[config.mk]
export PLATFORM = sky130hd
export DESIGN_NAME = pc_redirect_unit
export DESIGN_NICKNAME = d
export VERILOG_FILES = /design/src/rtl/pc_redirect_unit.sv
export SDC_FILE = /design/constraint.sdc
export NUM_CORES = 1
export LEC_CHECK = 0
export BUFFER_PORTS_ARGS = -buffer_cell sky130_fd_sc_hd__buf_2
export CAP_MARGIN = 20
export CORE_ASPECT_RATIO = 1.5
export CORE_MARGIN = 2
export CORE_UTILIZATION = 53
export DETAILED_ROUTE_END_ITERATION = 8
export GPL_ROUTABILITY_DRIVEN = 0
export PLACE_DENSITY_LB_ADDON = 0.3
export SLEW_MARGIN = 20
export SYNTH_ARGS = -nofsm -noshare
export SYNTH_HDL_FRONTEND = slang
export SYNTH_SLANG_ARGS = --single-unit
[constraint.sdc]
create_clock -name clk -period 3.89 [get_ports clk]
set_input_delay 0.1945 -clock clk [delete_from_list [all_inputs] [get_ports clk]]
set_output_delay 0.1945 -clock clk [all_outputs]
set_load 0.03 [all_outputs]
[src/rtl/pc_redirect_unit.sv]
// pc_redirect_unit: fetch PC register and next-PC selection for the pipelined MIPS core.
// Latency: a req/eret/redirect lands on pc one cycle later; a buffered redirect lands one cycle after en returns.
// Backpressure: en=0 stalls the PC, and redirects that arrive during a stall are held (newest wins) until en=1.
//
// Optional feature: define PC_FETCH_CNT_EN to build the fetch counter; otherwise fetch_cnt is tied to zero.
//
// Ports:
//   clk, reset            clock (rising edge) and synchronous active-high reset
//   req                   exception/interrupt entry -> HANDLER_VEC (highest priority after reset)
//   eret, epc             exception return -> epc
//   en                    fetch advance enable (0 = stall)
//   br_valid, br_target   single-cycle redirect pulse and its target
//   pc, pc_plus4          current fetch PC and pc+4 (modulo 2^ADDR_W)
//   pend_valid            a redirect is buffered, waiting for en
//   fetch_exc, exc_code   AdEL on the current pc (code 4), else 0
//   fetch_cnt             count of advancing fetch cycles (0 when the feature is disabled)
module pc_redirect_unit #(
  parameter int                ADDR_W      = 32,
  parameter logic [ADDR_W-1:0] RESET_VEC   = ADDR_W'(32'h0000_3000),
  parameter logic [ADDR_W-1:0] HANDLER_VEC = ADDR_W'(32'h0000_4180),
  parameter logic [ADDR_W-1:0] IM_BASE     = ADDR_W'(32'h0000_3000),
  parameter logic [ADDR_W-1:0] IM_LIMIT    = ADDR_W'(32'h0000_6FFF)
) (
  input  logic              clk,
  input  logic              reset,
  input  logic              req,
  input  logic              eret,
  input  logic [ADDR_W-1:0] epc,
  input  logic              en,
  input  logic              br_valid,
  input  logic [ADDR_W-1:0] br_target,
  output logic [ADDR_W-1:0] pc,
  output logic [ADDR_W-1:0] pc_plus4,
  output logic              pend_valid,
  output logic              fetch_exc,
  output logic [4:0]        exc_code,
  output logic [31:0]       fetch_cnt
);

  typedef enum logic {
    ST_IDLE = 1'b0,
    ST_PEND = 1'b1
  } state_t;

  state_t            state_q, state_d;
  logic [ADDR_W-1:0] pc_q, pc_d;
  logic [ADDR_W-1:0] pend_tgt_q, pend_tgt_d;

  // State register: PC, redirect-buffer state and buffered target.
  always_ff @(posedge clk) begin
    if (reset) begin
      state_q    <= ST_IDLE;
      pc_q       <= RESET_VEC;
      pend_tgt_q <= '0;
    end else begin
      state_q    <= state_d;
      pc_q       <= pc_d;
      pend_tgt_q <= pend_tgt_d;
    end
  end

  // Next-PC selection and redirect-buffer transitions.
  // req/eret ignore en and drop any buffered redirect. While stalled, a
  // redirect pulse is captured rather than lost; a later one overwrites it.
  always_comb begin
    state_d    = state_q;
    pc_d       = pc_q;
    pend_tgt_d = pend_tgt_q;

    if (req) begin
      pc_d    = HANDLER_VEC;
      state_d = ST_IDLE;
    end else if (eret) begin
      pc_d    = epc;
      state_d = ST_IDLE;
    end else if (en) begin
      if (br_valid) begin
        pc_d = br_target;
      end else if (state_q == ST_PEND) begin
        pc_d = pend_tgt_q;
      end else begin
        pc_d = pc_plus4;
      end
      state_d = ST_IDLE;
    end else if (br_valid) begin
      pend_tgt_d = br_target;
      state_d    = ST_PEND;
    end
  end

  assign pc         = pc_q;
  assign pc_plus4   = pc_q + ADDR_W'(4);
  assign pend_valid = (state_q == ST_PEND);

  // AdEL: misaligned or outside the instruction memory window. Purely a flag;
  // the pipeline decides whether to raise req.
  assign fetch_exc = (pc_q[1:0] != 2'b00) || (pc_q < IM_BASE) || (pc_q > IM_LIMIT);
  assign exc_code  = fetch_exc ? 5'd4 : 5'd0;

`ifdef PC_FETCH_CNT_EN
  logic [31:0] fetch_cnt_q;

  // Counts cycles in which fetch actually advances (en without req/eret).
  always_ff @(posedge clk) begin
    if (reset) begin
      fetch_cnt_q <= '0;
    end else if (en && !req && !eret) begin
      fetch_cnt_q <= fetch_cnt_q + 32'd1;
    end
  end

  assign fetch_cnt = fetch_cnt_q;
`else
  assign fetch_cnt = 32'd0;
`endif

endmodule
# Word level (Yosys, flattened, before mapping)
# Index checks and enable logic that the tools add are counted.
[word_totals] reg_bits=65
[classes] n_addsub=1 order_cmp=2 n_mux=6 bitwise=3 n_reduce_logical=8
[ops] op="$mux 32" n=4
[ops] op="$add 32x3->32 const B" n=1
[ops] op="$gt 32x15->1 const B" n=1
[ops] op="$lt 32x14->1 const B" n=1
[ops] op="$mux 15" n=1
[ops] op="$reduce_and 4->1" n=1
[ops] op="$reduce_bool 2->1" n=2
[ops] op="$reduce_or 4->1" n=1
[ops] op="$mux 3" n=1
[ops] op="$not 1->1" n=3
[ops] op="$reduce_bool 3->1" n=1
[ops] op="$logic_or 1x1->1" n=2
[ops] op="$reduce_or 2->1" n=1

# Depth between registers and ports, before layout
[depth] depth_word=6 mapped_depth=7 depth_no_buf=6

# Least setup slack after synthesis
# Ideal clock, no wire load.
[synth_timing] path_type="flip-flop to flip-flop" start="register pc_q[2] (netlist: pc[2])" end="register pc_q[30] (netlist: pc[30])" setup_time_ns=0.062 t_arrival_ns=2.397 required_ns=3.828 slack_ns=1.431 path_stages_with_launch=8 path_buffers=1 path_cell_list="dfxtp_1 -> ha_1 -> and3_1 -> clkbuf_1 -> nand3_2 -> nor4_1 -> xor2_1 -> a32o_1"
[synth_via] elab_chain_cells=5
[synth_lines] element="from (decl)" line="46" text="logic [ADDR_W-1:0] pc_q, pc_d;"
[synth_lines] element="from (signal assigned)" line="57" text="pc_q <= pc_d;"
[synth_lines] element="$add 32x3->32" line="92" text="assign pc_plus4 = pc_q + ADDR_W'(4);"
[synth_lines] element="named net pc_plus4[30]" line="33" text="output logic [ADDR_W-1:0] pc_plus4,"
[synth_lines] element="$mux 32" line="79" text="end else if (state_q == ST_PEND) begin"
[synth_lines] element="$mux 32" line="77" text="if (br_valid) begin"
[synth_lines] element="$mux 32" line="76" text="end else if (en) begin"
[synth_lines] element="$mux 32" line="73" text="end else if (eret) begin"
# The timed path passes the listed nets, and every way through them passes these cells. The select of a mux whose other input is x is not followed.
# A chain may end at the register's enable or synchronous reset.

# Final worst setup path
[layout_timing] start="register pc_q[17] (netlist: pc[17])" end="output pc_plus4[30]"
[layout_via] elab_chain_cells=1
[layout_lines] element="$add 32x3->32" line="92"
[layout_lines] element="to (decl)" line="33"
# No other way between the ends.

==> results.json <==
{
  "nNetsFinal": 738,
  "maxCapViolCount": 0,
  "synth.avg_cell_area_um2": 7.49,
  "slowest_stage": "dfxtp_1",
  "dp_slack_ns": 1.52,
  "drt_first_pass_iters": 6,
  "synth-edff-count": 0,
  "max_slew_margin_pct": 45.2,
  "fin_worst_skew_ns": 0.00672,
  "core_mm2": 0.00766,
  "netlist_area_mm2": 0.00421,
  "ys_warn_count": 0,
  "drt_iter0_drc": 492,
  "drv_slew": 0,
  "start_util_pct": 55.0,
  "worst_pin_slew_ns": 0.816,
  "grtUsageTotal_pct": 30.2,
  "fin_area_mm2": 0.00511,
  "async_flop_share_pct": 0,
  "layout_commonest_cell": "buf_2",
  "critPathArrivalTime_ns": 2.62,
  "rsz0062_at_grt": "false",
  "p_sw_share_pct": 29.3,
  "critPathCaptureType": "output pin",
  "io_pins": 173,
  "hold-path-cell-count": 2,
  "p_leak_nw": 2.23,
  "synth.area.top_cells": "dfxtp_1 31%, nand2_1 7.7%, a21oi_1 7.5%",
  "clkSinkCount": 65,
  "max_freq_mhz": 356,
  "hp-class": "input pin to flop",
  "clkTransAtPathRegs_ns": 0.06,
  "netSwitchingPower_uw": 631,
  "multi_input_area_mm2": 0.00251,
  "clockRootBuffer": "clkbuf_16",
  "dpl.hpwl_mm": 9.85,
  "port_buffers": 136,
  "hold_viol": 0,
  "yosys.area.top_type": "dfxtp_1",
  "min_period_ns": 2.81,
  "synthFlopType": "dfxtp_1",
  "yosysUniqueCellTypes": 62,
  "die-area_mm2": 0.00869,
  "grt_pass1_wl_mm": 21.2,
  "drc_errors": 0,
  "hold_path_end": "pc[26]",
  "drive_above_1_share_pct": 25.3,
  "crit_buf_inv": 1,
  "start_kind": "flop",
  "finalSetupTns_ns": 0,
  "r2r_end": "pc[30]",
  "area_growth_pct": 21.3,
  "post_cts_resized": 0,
  "regArea_mm2": 0.00130,
  "synth_seq_cells": 65,
  "pwr-share-clk_pct": 47.4,
  "die_y_um": 113,
  "die_w_um": 76.8,
  "first_global_vias": 4248,
  "cp_num_cells": 5,
  "antenna_found_initial": 0,
  "num_vias": 4680,
  "syn_inst": 562,
  "r2r-start": "pc[17]",
  "min_period_over_period_pct": 72.3,
  "cp-startpoint": "pc[17]",
  "ant_nets": 0,
  "setup_violations": 0,
  "drt-vias-per-instance": 6.05,
  "setup_slack_ns": 1.08,
  "max_stage_delay_ns": 0.55,
  "cts_buffers": 9,
  "seqPwrFrac_pct": 34.1,
  "ir_worst_vdd_v": 0.000267,
  "path_cells": "and4_1 > nand4_1 > nor4_1 > xor2_1 > buf_2",
  "cts_setup_buffers": 0,
  "p_per_area_mw_per_mm2": 422,
  "diodes": 0,
  "wl_per_cell_um": 17.5,
  "clk_path_buf_depth": 2,
  "outcome": "completed",
  "wirelength_mm": 13.6,
  "reg2reg_slack_ns": 1.57,
  "ys_seq_area_share_pct": 30.9,
  "place_area_mm2": 0.00472,
  "rows": 39,
  "grt_start_max_net_pins": 45,
  "crit_family": "simple AND/OR/NAND/NOR gates",
  "critPathMaxFanout": 11,
  "mostFrequentLayoutCells": "136 x buf_2, 86 x nand2_1, 65 x dfxtp_1",
  "overflow": 0,
  "cts_hold_buffers": 0,
  "netlist.area_leader.share_pct": 30.9,
  "power_mw": 2.15,
  "htreeDepth": 3,
  "power.internal_mw": 1.52,
  "hp-start": "epc[26]",
  "worstPathRequired_ns": 3.70,
  "crit_type": "flop to output pin",
  "pwr-share-comb_pct": 18.5,
  "cts_tree": "yes",
  "reg2reg_depth": 5,
  "fillCellCount": 678,
  "worstSkewPairLatency_ns": 0.33
}
## per-layer routing
layer	global-route usage [%]	wire length, µm
met1	35.5	5050
met4	17.5	703
met3	6.14	1280
met2	50.6	6540
met5	0	0
## cell usage after synthesis (5+ instances only)
master,instances
xor2_1,12
a2bb2oi_1,6
xnor2_1,12
a211oi_1,5
nor4_1,11
mux2i_1,5
o221ai_1,5
clkbuf_1,37
nand3_1,11
o21ai_0,25
a31oi_1,5
or2_1,6
a221oi_1,5
dfxtp_1,65
nand4_1,9
nor3_1,13
buf_4,41
a21oi_1,63
nor2_1,33
a221o_1,8
nand2b_1,6
a22oi_1,5
nand2_1,86
o211ai_1,8
inv_1,15
o31ai_1,5
## through the flow
step	util [%]	hold WS, ns	instances
after global routing	66.7	0.108	774
final	66.7	0.106	774
after global placement	61.6	0.441	757
after floorplan	-	0.330	597
after CTS	66.5	0.107	773
after detailed placement	61.6	0.446	757
## worst reg2reg max path: stages (launching register included)
cell	delay (ns)
dfxtp_1	0.55
and4_1	0.34
nand4_1	0.43
nor4_1	0.51
xor2_1	0.15
a32o_1	0.25
## worst max-delay path by stage
stage / to / slack [ns]
floorplan: pc[30] / 1.43
global placement: pc_plus4[30] / 1.57
detailed placement: pc_plus4[30] / 1.52
CTS: pc_plus4[30] / 1.13
global route: pc_plus4[30] / 0.96
finish: pc_plus4[30] / 1.08
## power by group through the flow
stage	logic, mW	clock network (mW)	registers (mW)
2_1_floorplan	0.273	0	0.767
4_1_cts	0.391	1.02	0.734
5_1_grt	0.422	1.05	0.739
6_report	0.398	1.02	0.735
3_5_place_dp	0.388	0	0.748
3_3_place_gp	0.384	0	0.747
## cell families after synthesis
kind of cell | count (synthesis) | synth area share (%)
AOI/OAI and AO/OA | 167 | 26.1
xor gates and xnor gates | 25 | 5.38
adders and majority gates | 1 | 0.297
buffers and inverters | 98 | 12.6
DFF | 65 | 30.9
muxes | 5 | 1.19
other | 1 | 0.0890
and+or+nand+nor | 200 | 23.4
## state kept, by name (all words and copies together) (netlist names), named ones only
| register | cells |
|---|---|
| pend_tgt_q | 32 |
| pc | 30 |
| pend_valid | 1 |
## area by class of cell
| cell class | instances | area share (%) |
|---|---|---|
| sequential | 65 | 25.5 |
| timing repair buffer | 142 | 14.3 |
| clock buffer | 10 | 4.68 |
| tap | 102 | 2.50 |
| multi-input combinational | 434 | 49.2 |
| clock inverter | 6 | 2.69 |
| inverter | 15 | 1.10 |
Power figures use the tool's default switching activity.
